**src/rtl/dp_alu_stage.sv**
```systemverilog
// Execute stage for ARM data-processing instructions: condition check, 16-op ALU,
// NZCV flag register and a one-deep registered result behind a valid/ready handshake.
module dp_alu_stage #(
    parameter int         DW         = 32,
    parameter logic [3:0] RESET_NZCV = 4'h0
) (
    input  logic          clk,
    input  logic          rst_n,
    input  logic          in_valid,
    output logic          in_ready,
    input  logic [3:0]    cond,
    input  logic [3:0]    opcode,
    input  logic          s_bit,
    input  logic [3:0]    rd_in,
    input  logic [DW-1:0] rn_val,
    input  logic [DW-1:0] shifter_op,
    input  logic          shifter_c,
    input  logic          flush,
    output logic          out_valid,
    input  logic          out_ready,
    output logic [DW-1:0] result,
    output logic [3:0]    rd_out,
    output logic          rd_we,
    output logic [3:0]    nzcv,
    output logic          flag_c
);

    typedef enum logic [3:0] {
        OP_AND = 4'h0, OP_EOR = 4'h1, OP_SUB = 4'h2, OP_RSB = 4'h3,
        OP_ADD = 4'h4, OP_ADC = 4'h5, OP_SBC = 4'h6, OP_RSC = 4'h7,
        OP_TST = 4'h8, OP_TEQ = 4'h9, OP_CMP = 4'hA, OP_CMN = 4'hB,
        OP_ORR = 4'hC, OP_MOV = 4'hD, OP_BIC = 4'hE, OP_MVN = 4'hF
    } dp_op_e;

    logic          n_f, z_f, c_f, v_f;
    logic          cond_pass;
    logic          is_test;
    logic          accept;
    logic          is_arith;
    logic [DW-1:0] add_x, add_y, logic_res, alu_res;
    logic          add_cin;
    logic [DW:0]   add_sum;
    logic          add_v;
    logic [3:0]    new_nzcv;

    assign {n_f, z_f, c_f, v_f} = nzcv;
    assign flag_c   = nzcv[1];
    assign in_ready = !out_valid || out_ready;
    assign accept   = in_valid && in_ready && !flush;
    assign is_test  = (opcode[3:2] == 2'b10);

    always_comb begin
        cond_pass = 1'b0;
        case (cond)
            4'h0: cond_pass = z_f;
            4'h1: cond_pass = !z_f;
            4'h2: cond_pass = c_f;
            4'h3: cond_pass = !c_f;
            4'h4: cond_pass = n_f;
            4'h5: cond_pass = !n_f;
            4'h6: cond_pass = v_f;
            4'h7: cond_pass = !v_f;
            4'h8: cond_pass = c_f && !z_f;
            4'h9: cond_pass = !c_f || z_f;
            4'hA: cond_pass = (n_f == v_f);
            4'hB: cond_pass = (n_f != v_f);
            4'hC: cond_pass = !z_f && (n_f == v_f);
            4'hD: cond_pass = z_f || (n_f != v_f);
            4'hE: cond_pass = 1'b1;
            default: cond_pass = 1'b0;
        endcase
    end

    // Every arithmetic op maps onto one adder; subtracts invert an operand and use cin.
    always_comb begin
        add_x     = rn_val;
        add_y     = shifter_op;
        add_cin   = 1'b0;
        is_arith  = 1'b0;
        logic_res = '0;
        case (dp_op_e'(opcode))
            OP_AND, OP_TST: logic_res = rn_val & shifter_op;
            OP_EOR, OP_TEQ: logic_res = rn_val ^ shifter_op;
            OP_ORR:         logic_res = rn_val | shifter_op;
            OP_MOV:         logic_res = shifter_op;
            OP_BIC:         logic_res = rn_val & ~shifter_op;
            OP_MVN:         logic_res = ~shifter_op;
            OP_SUB, OP_CMP: begin
                is_arith = 1'b1;
                add_y    = ~shifter_op;
                add_cin  = 1'b1;
            end
            OP_RSB: begin
                is_arith = 1'b1;
                add_x    = shifter_op;
                add_y    = ~rn_val;
                add_cin  = 1'b1;
            end
            OP_ADD, OP_CMN: is_arith = 1'b1;
            OP_ADC: begin
                is_arith = 1'b1;
                add_cin  = c_f;
            end
            OP_SBC: begin
                is_arith = 1'b1;
                add_y    = ~shifter_op;
                add_cin  = c_f;
            end
            OP_RSC: begin
                is_arith = 1'b1;
                add_x    = shifter_op;
                add_y    = ~rn_val;
                add_cin  = c_f;
            end
            default: logic_res = '0;
        endcase
    end

    assign add_sum  = {1'b0, add_x} + {1'b0, add_y} + {{DW{1'b0}}, add_cin};
    assign add_v    = (add_x[DW-1] == add_y[DW-1]) && (add_sum[DW-1] != add_x[DW-1]);
    assign alu_res  = is_arith ? add_sum[DW-1:0] : logic_res;
    assign new_nzcv = {alu_res[DW-1], (alu_res == '0),
                       is_arith ? add_sum[DW] : shifter_c,
                       is_arith ? add_v : v_f};

    // Failed conditions still occupy the output slot as a bubble with no side effects.
    always_ff @(posedge clk or negedge rst_n) begin
        if (!rst_n) begin
            out_valid <= 1'b0;
            result    <= '0;
            rd_out    <= 4'h0;
            rd_we     <= 1'b0;
            nzcv      <= RESET_NZCV;
        end else if (flush) begin
            out_valid <= 1'b0;
        end else if (accept) begin
            out_valid <= 1'b1;
            result    <= cond_pass ? alu_res : '0;
            rd_out    <= rd_in;
            rd_we     <= cond_pass && !is_test;
            if (cond_pass && (s_bit || is_test))
                nzcv <= new_nzcv;
        end else if (out_ready) begin
            out_valid <= 1'b0;
        end
    end

endmodule

```
**config.mk**
```make
export PLATFORM = sky130hd
export DESIGN_NAME = dp_alu_stage
export DESIGN_NICKNAME = d
export VERILOG_FILES = /design/src/rtl/dp_alu_stage.sv
export SDC_FILE = /design/constraint.sdc
export NUM_CORES = 1
export LEC_CHECK = 0
export ABC_AREA = 1
export BUFFER_PORTS_ARGS = -buffer_cell sky130_fd_sc_hd__buf_2
export CORE_AREA = 4 4 128 130
export DETAILED_ROUTE_END_ITERATION = 7
export DIE_AREA = 0 0 132 134
export PLACE_DENSITY = 0.72
export SETUP_SLACK_MARGIN = 0.5
export SYNTH_ARGS = -nofsm -noshare
export SYNTH_HDL_FRONTEND = slang
export SYNTH_SLANG_ARGS = --single-unit
```
**constraint.sdc**
```tcl
create_clock -name clk -period 3.6 [get_ports clk]
set_input_delay 0.18 -clock clk [delete_from_list [all_inputs] [get_ports clk]]
set_output_delay 0.18 -clock clk [all_outputs]
set_load 0.05 [all_outputs]
```
* Word-level counts from Yosys, hierarchy flattened
Index checks and enable logic that the tools add are counted.
Operators by class: equality and inequality tests 34, muxes and demuxes 12, add/subtract/negate cells 2, reductions and logical operators 32, $mul 0, bitwise operators 7, shift-type cells 0, $lt $le $gt $ge 0, div/mod/pow operators 0
Operator list (count):
- $pmux W32 S6 | 1
- $mux W32 | 3
- $and A32 B32 Y32 | 2
- $not A32 Y32 | 2
- $pmux W32 S2 | 1
- $eq A4 B4 Y1 const B | 15
- $add A32 B32 Y33 | 1
- $add A33 B1 Y33 | 1
- $eq A4 B3 Y1 const B | 8
- $logic_not A32 Y1 | 1
- $or A32 B32 Y32 | 1
- $xor A32 B32 Y32 | 1
- $eq A4 B2 Y1 const B | 4
- $pmux W1 S15 | 1
- $reduce_or A3 Y1 | 3
- $eq A4 B1 Y1 const B | 2
- $logic_not A4 Y1 | 2
- $reduce_or A8 Y1 | 1
- $logic_and A1 B1 Y1 | 7
- $logic_not A1 Y1 | 7
- $reduce_or A2 Y1 | 3
- $mux W1 | 5
- $logic_or A1 B1 Y1 | 4
- $reduce_and A4 Y1 | 1
- 8 further kinds | 10
Word-level totals: latch bits 0, output and inout port bits 44, bits in registers 42, memories 0, bits of input ports 83, RAM bits 0, memory bits (read-only) 0, logic and storage cells 93

* Logic depth before layout (Yosys ltp)
depth in word-level cells 7, depth in mapped cells 27, gate-level depth less buffers 26

* Worst setup path after synthesis
Ideal clock, no wire load.
path kind input -> register, start input opcode[0], end register nzcv[2], path buffers 3, data required time 3534 ps, path slack 273 ps, data arrival time 3261 ps, setup time 66 ps, stages 27, cell sequence buf_6 > nand2_1 > nor2_1 > inv_1 > clkbuf_1 > clkbuf_1 > a31oi_1 > fa_1 > inv_1 > fa_1 > inv_1 > nand3_1 > nand2_1 > nand2_1 > nand2_1 > nand2_1 > nand2_1 > nand2_1 > nand3_1 > nand2_1 > inv_1 > nand2_1 > nor2_1 > nand2_1 > nor2_1 > nand3_1 > nand2_1
On the way: word-level cells in the longest chain between the ends 7, elaborated cells between the ends (all ways) 32, classes of those cells add/sub (2); eq/ne (15); mux (6); reduce/logical (9)
RTL lines:
- from (decl) | RTL line 12 | input logic [3:0] opcode,
- $eq A4 B3 Y1 (tied with other cells) | RTL line 81 | case (dp_op_e'(opcode))
- $reduce_or A3 Y1 (no line) / $reduce_or A2 Y1 (equally long branches)
- $pmux W32 S2 / $mux W32 (equally long branches) | RTL line 81
- $add A32 B32 Y33 | RTL line 119 | assign add_sum = {1'b0, add_x} + {1'b0, add_y} + {{DW{1'b0}}, add_cin};
- $add A33 B1 Y33 | RTL line 119
- $mux W32 * | RTL line 121 | assign alu_res = is_arith ? add_sum[DW-1:0] : logic_res;
- $logic_not A32 Y1 * | RTL line 122 | assign new_nzcv = {alu_res[DW-1], (alu_res == '0),
- to (signal assigned) | RTL line 142 | nzcv <= new_nzcv;
- to (decl) | RTL line 24 | output logic [3:0] nzcv,
Mark *: on every way between the ends. The rest lies on a longest branch, timed or not. A chain may end at the register's enable or synchronous reset.

* Worst setup path in the final report
Same ends and word-level chain as after synthesis.

==> metrics.md <==
| Metric | Value |
|---|---|
| Status | completed |
| Worst Path Required | 3.82 ns |
| Core footprint | 15,150 um2 |
| Power Density | 360.3 nW/um2 |
| Worst-margin pin slew | 0.9065 ns |
| Layout cells sized above 1 | 19.04% |
| Final HPWL DP | 21.31 mm |
| Post-synth EDFFs | 0 |
| Row count | 45 |
| Worst Skew | 0.0009311 ns |
| Worst hold-check path type | input pin to async pin |
| Initial DRC count | 862 |
| Hold Fails Final Rpt | 0 |
| Final Power | 3.245 mW |
| Share of total power in combinational logic | 66.3% |
| Avg Vias per Cell | 5.647 |
| First-pass GRT wire length | 41.21 mm |
| CP Cell Sequence | buf_4 > inv_2 > nand2_2 > nor2_4 > clkinv_4 > clkbuf_16 > a31o_2 > ha_2 > nand2_1 > inv_1 > a21oi_2 > nand2_2 > or2_2 > nand3_1 > nand2_2 > nor2_1 > nand3_1 > nor2_1 > nand2_1 > nor2_1 > nand3_1 > nand2_1 |
| CTS tree | built |
| Vias | 9,397 |
| Top FF cell, synth | dfrtp_1 |
| DRT antenna net count | 0 |
| Synth area leader | nand2_1 |
| # setup viols final | 0 |
| Finished Layout Cells | 1,664 |
| TritonCTS buffer count | 5 |
| Die X | 132 um |
| WS Path Type | input pin to register |
| Switching Share | 53.19% |
| Slew headroom | 39.50% |
| Pint | 1.519 mW |
| Final hold slack | 0.03615 ns |
| Synth warnings | 0 |
| Endpoint class of the critical path | register |
| CP max stage cell | ha_2 |
| Die H | 134 um |
| Critical path launch point type | input pin |
| RSZ-0062 raised after global routing | no |
| Max-Cap Viols | 0 |
| Switching pwr | 1.726 mW |
| Period minus WS final | 2.984 ns |
| Vias in the first global route | 8,015 |
| Ys async rst share | 100.0% |
| Io pins | 127 |
| Post-layout net count | 1,625 |
| Synth top area cells | nand2_1, dfrtp_1, inv_1, ha_1, nand3_1 |
| Leak | 5.085 nW |
| Max stage delay on crit path | 0.33 ns |
| DRC | 0 |
| Average wire per standard cell | 16.47 um |
| Largest net degree at the start of global routing | 63 |
| CTS Sinks | 42 |
| Global route overflow | 0 |
| Period utilization | 82.88% |
| Setup TNS | 0 ns |
| Flops & latches, synth | 42 |
| Cell with the most instances after synthesis | nand2_1 |
| Maximum vdd drop | 0.3107 mV |
| Clock transition at path regs | 0.05 ns |
| First-pass iteration count of the detailed router | 5 |
| Most common library cells after synthesis | nand2_1, inv_1, nor2_1 |
| Area growth syn-to-layout | 19.25% |
| R2R setup slack | 0.75 ns |
| Overall Global Routing Usage | 28.43% |
| Post-synth top area share | 24.20% |
| Die ar. | 17,690 um2 |
| Syn Area/Cell | 5.578 um2 |
| Maximum fanout along the worst path | 11 |
| Initial core utilization | 49.86% |
| Mapped Cells | 1,354 |
| Number of diodes | 0 |
| Slew Viols, Final | 0 |
| Post-synthesis cell type count | 41 |
| Root buf cell | clkbuf_16 |
| Final Util | 59.46% |
| Post-Syn Area | 7552 um2 |
| Syn nets | 1,502 |
| Seq pwr share | 20.7% |
| Clock Tree Buf Depth | 2 |
| CP arrival | 3.20 ns |
| Register area share after synthesis | 13.92% |
| H-Tree Depth | 2 |
| Final GP Congestion | 0.9811 |
| Maximum clock frequency | 335.1 MHz |
| Detailed Route WL | 27.40 mm |
| Worst-skew pair later-pin latency | 0.27 ns |
| Placed Cells incl. Taps | 1,650 |
| IO buf count | 126 |
| Clock network power share | 13.0% |
| Initial antenna violation count | 0 |
[cells in the final DEF (no fill, tap or decap), drive strengths merged, types with 5 or more instances in the layout]
| cell type | Yosys | final |
|---|---|---|
| inv | 231 | 229 |
| a22o | 21 | 21 |
| nand3 | 75 | 75 |
| o22ai | 33 | 33 |
| a31oi | 9 | 9 |
| o21ai | 71 | 71 |
| buf | 22 | 156 |
| a31o | 31 | 31 |
| nand2 | 490 | 490 |
| a21oi | 47 | 47 |
| ha | 63 | 63 |
| nor3 | 13 | 13 |
| o2111ai | 8 | 8 |
| o211ai | 6 | 6 |
| dfrtp | 42 | 42 |
| and2 | 5 | 5 |
| nor2 | 104 | 104 |
| nand3b | 6 | 6 |
| nand4 | 21 | 21 |
| xor2 | 17 | 17 |
| clkbuf | 23 | 10 |
[cells by family after synthesis]
family,Yosys count,share of synthesized area [%]
simple gates,719,38.90
buf+inv,276,14.36
compound gates,234,19.76
fa+ha+maj,65,10.97
flops,42,13.92
xor+xnor,18,2.087
[repair_timing]
item	in CTS	in global routing
hold buffers	0	0
setup endpoints to repair	1	15
cloned	0	4
pin swaps	0	8
buffers inserted	0	4
endpoints found under the hold margin	0	0
gates resized for setup	1	74
[cell type report]
cell class	count	area, um2
tap	188	235.2
timing repair inverter	1	5.005
timing repair buffer	160	1006
fill	1515	6140
inverter	231	879.6
sequential	42	1052
clock buffer	6	138.9
multi-input combinational	1036	5689
[registers in the layout, indices dropped and copies added, names as in the netlist]
name and cells:
nzcv 4, out_valid 1, rd_out 4, result 32, rd_we 1
[path summary, 6_finish.rpt]
| check | start | to | depth (start not counted) |
|---|---|---|---|
| hold reg to reg | rd_out[2]$_DFFE_PN0P_ | rd_out[2]$_DFFE_PN0P_ | 2 |
| hold / removal | rst_n | nzcv[2]$_DFFE_PN0P_ | 1 |
| setup / recovery | opcode[0] | nzcv[2]$_DFFE_PN0P_ | 22 |
| max in group asynchronous | rst_n | nzcv[1]$_DFFE_PN0P_ | 1 |
| setup reg to reg | nzcv[1]$_DFFE_PN0P_ | nzcv[2]$_DFFE_PN0P_ | 18 |
| min in group clk | flush | out_valid$_DFFE_PN0P_ | 2 |
[critical path: cells and delay by family]
kind / cells / cell delay [ns]
simple gates: 14 / 1.61
fa+ha+maj: 1 / 0.33
compound gates: 2 / 0.39
buf+inv: 5 / 0.70
[power groups by stage]
stage | clock (mW) | combinational (mW) | sequential [mW]
finish | 0.423 | 2.15 | 0.671
global route | 0.443 | 2.33 | 0.690
CTS | 0.428 | 2.03 | 0.670
detailed placement | 0 | 2.02 | 0.677
global placement | 0 | 2.00 | 0.674
floorplan | 0 | 1.03 | 1.07
[metal layers]
metal	vias to the layer above	share of wire [%]	global-route usage, %
met2	470	43	43.84
met3	77	8.2	2.326
met4	0	3.9	11.38
met5	-	0	0
met1	4237	45	41.13
li1	4613	-	-
[per-stage QoR]
stage / worst slack [ns] / instance area, um2
after floorplan: 0.5052 / 7561
after global placement: 0.2736 / 8481
after detailed placement: 0.2182 / 8481
after CTS: 0.5083 / 8625
after global routing: 0.4782 / 9006
final: 0.6162 / 9006
No activity file was read; power rests on OpenSTA's default activity.
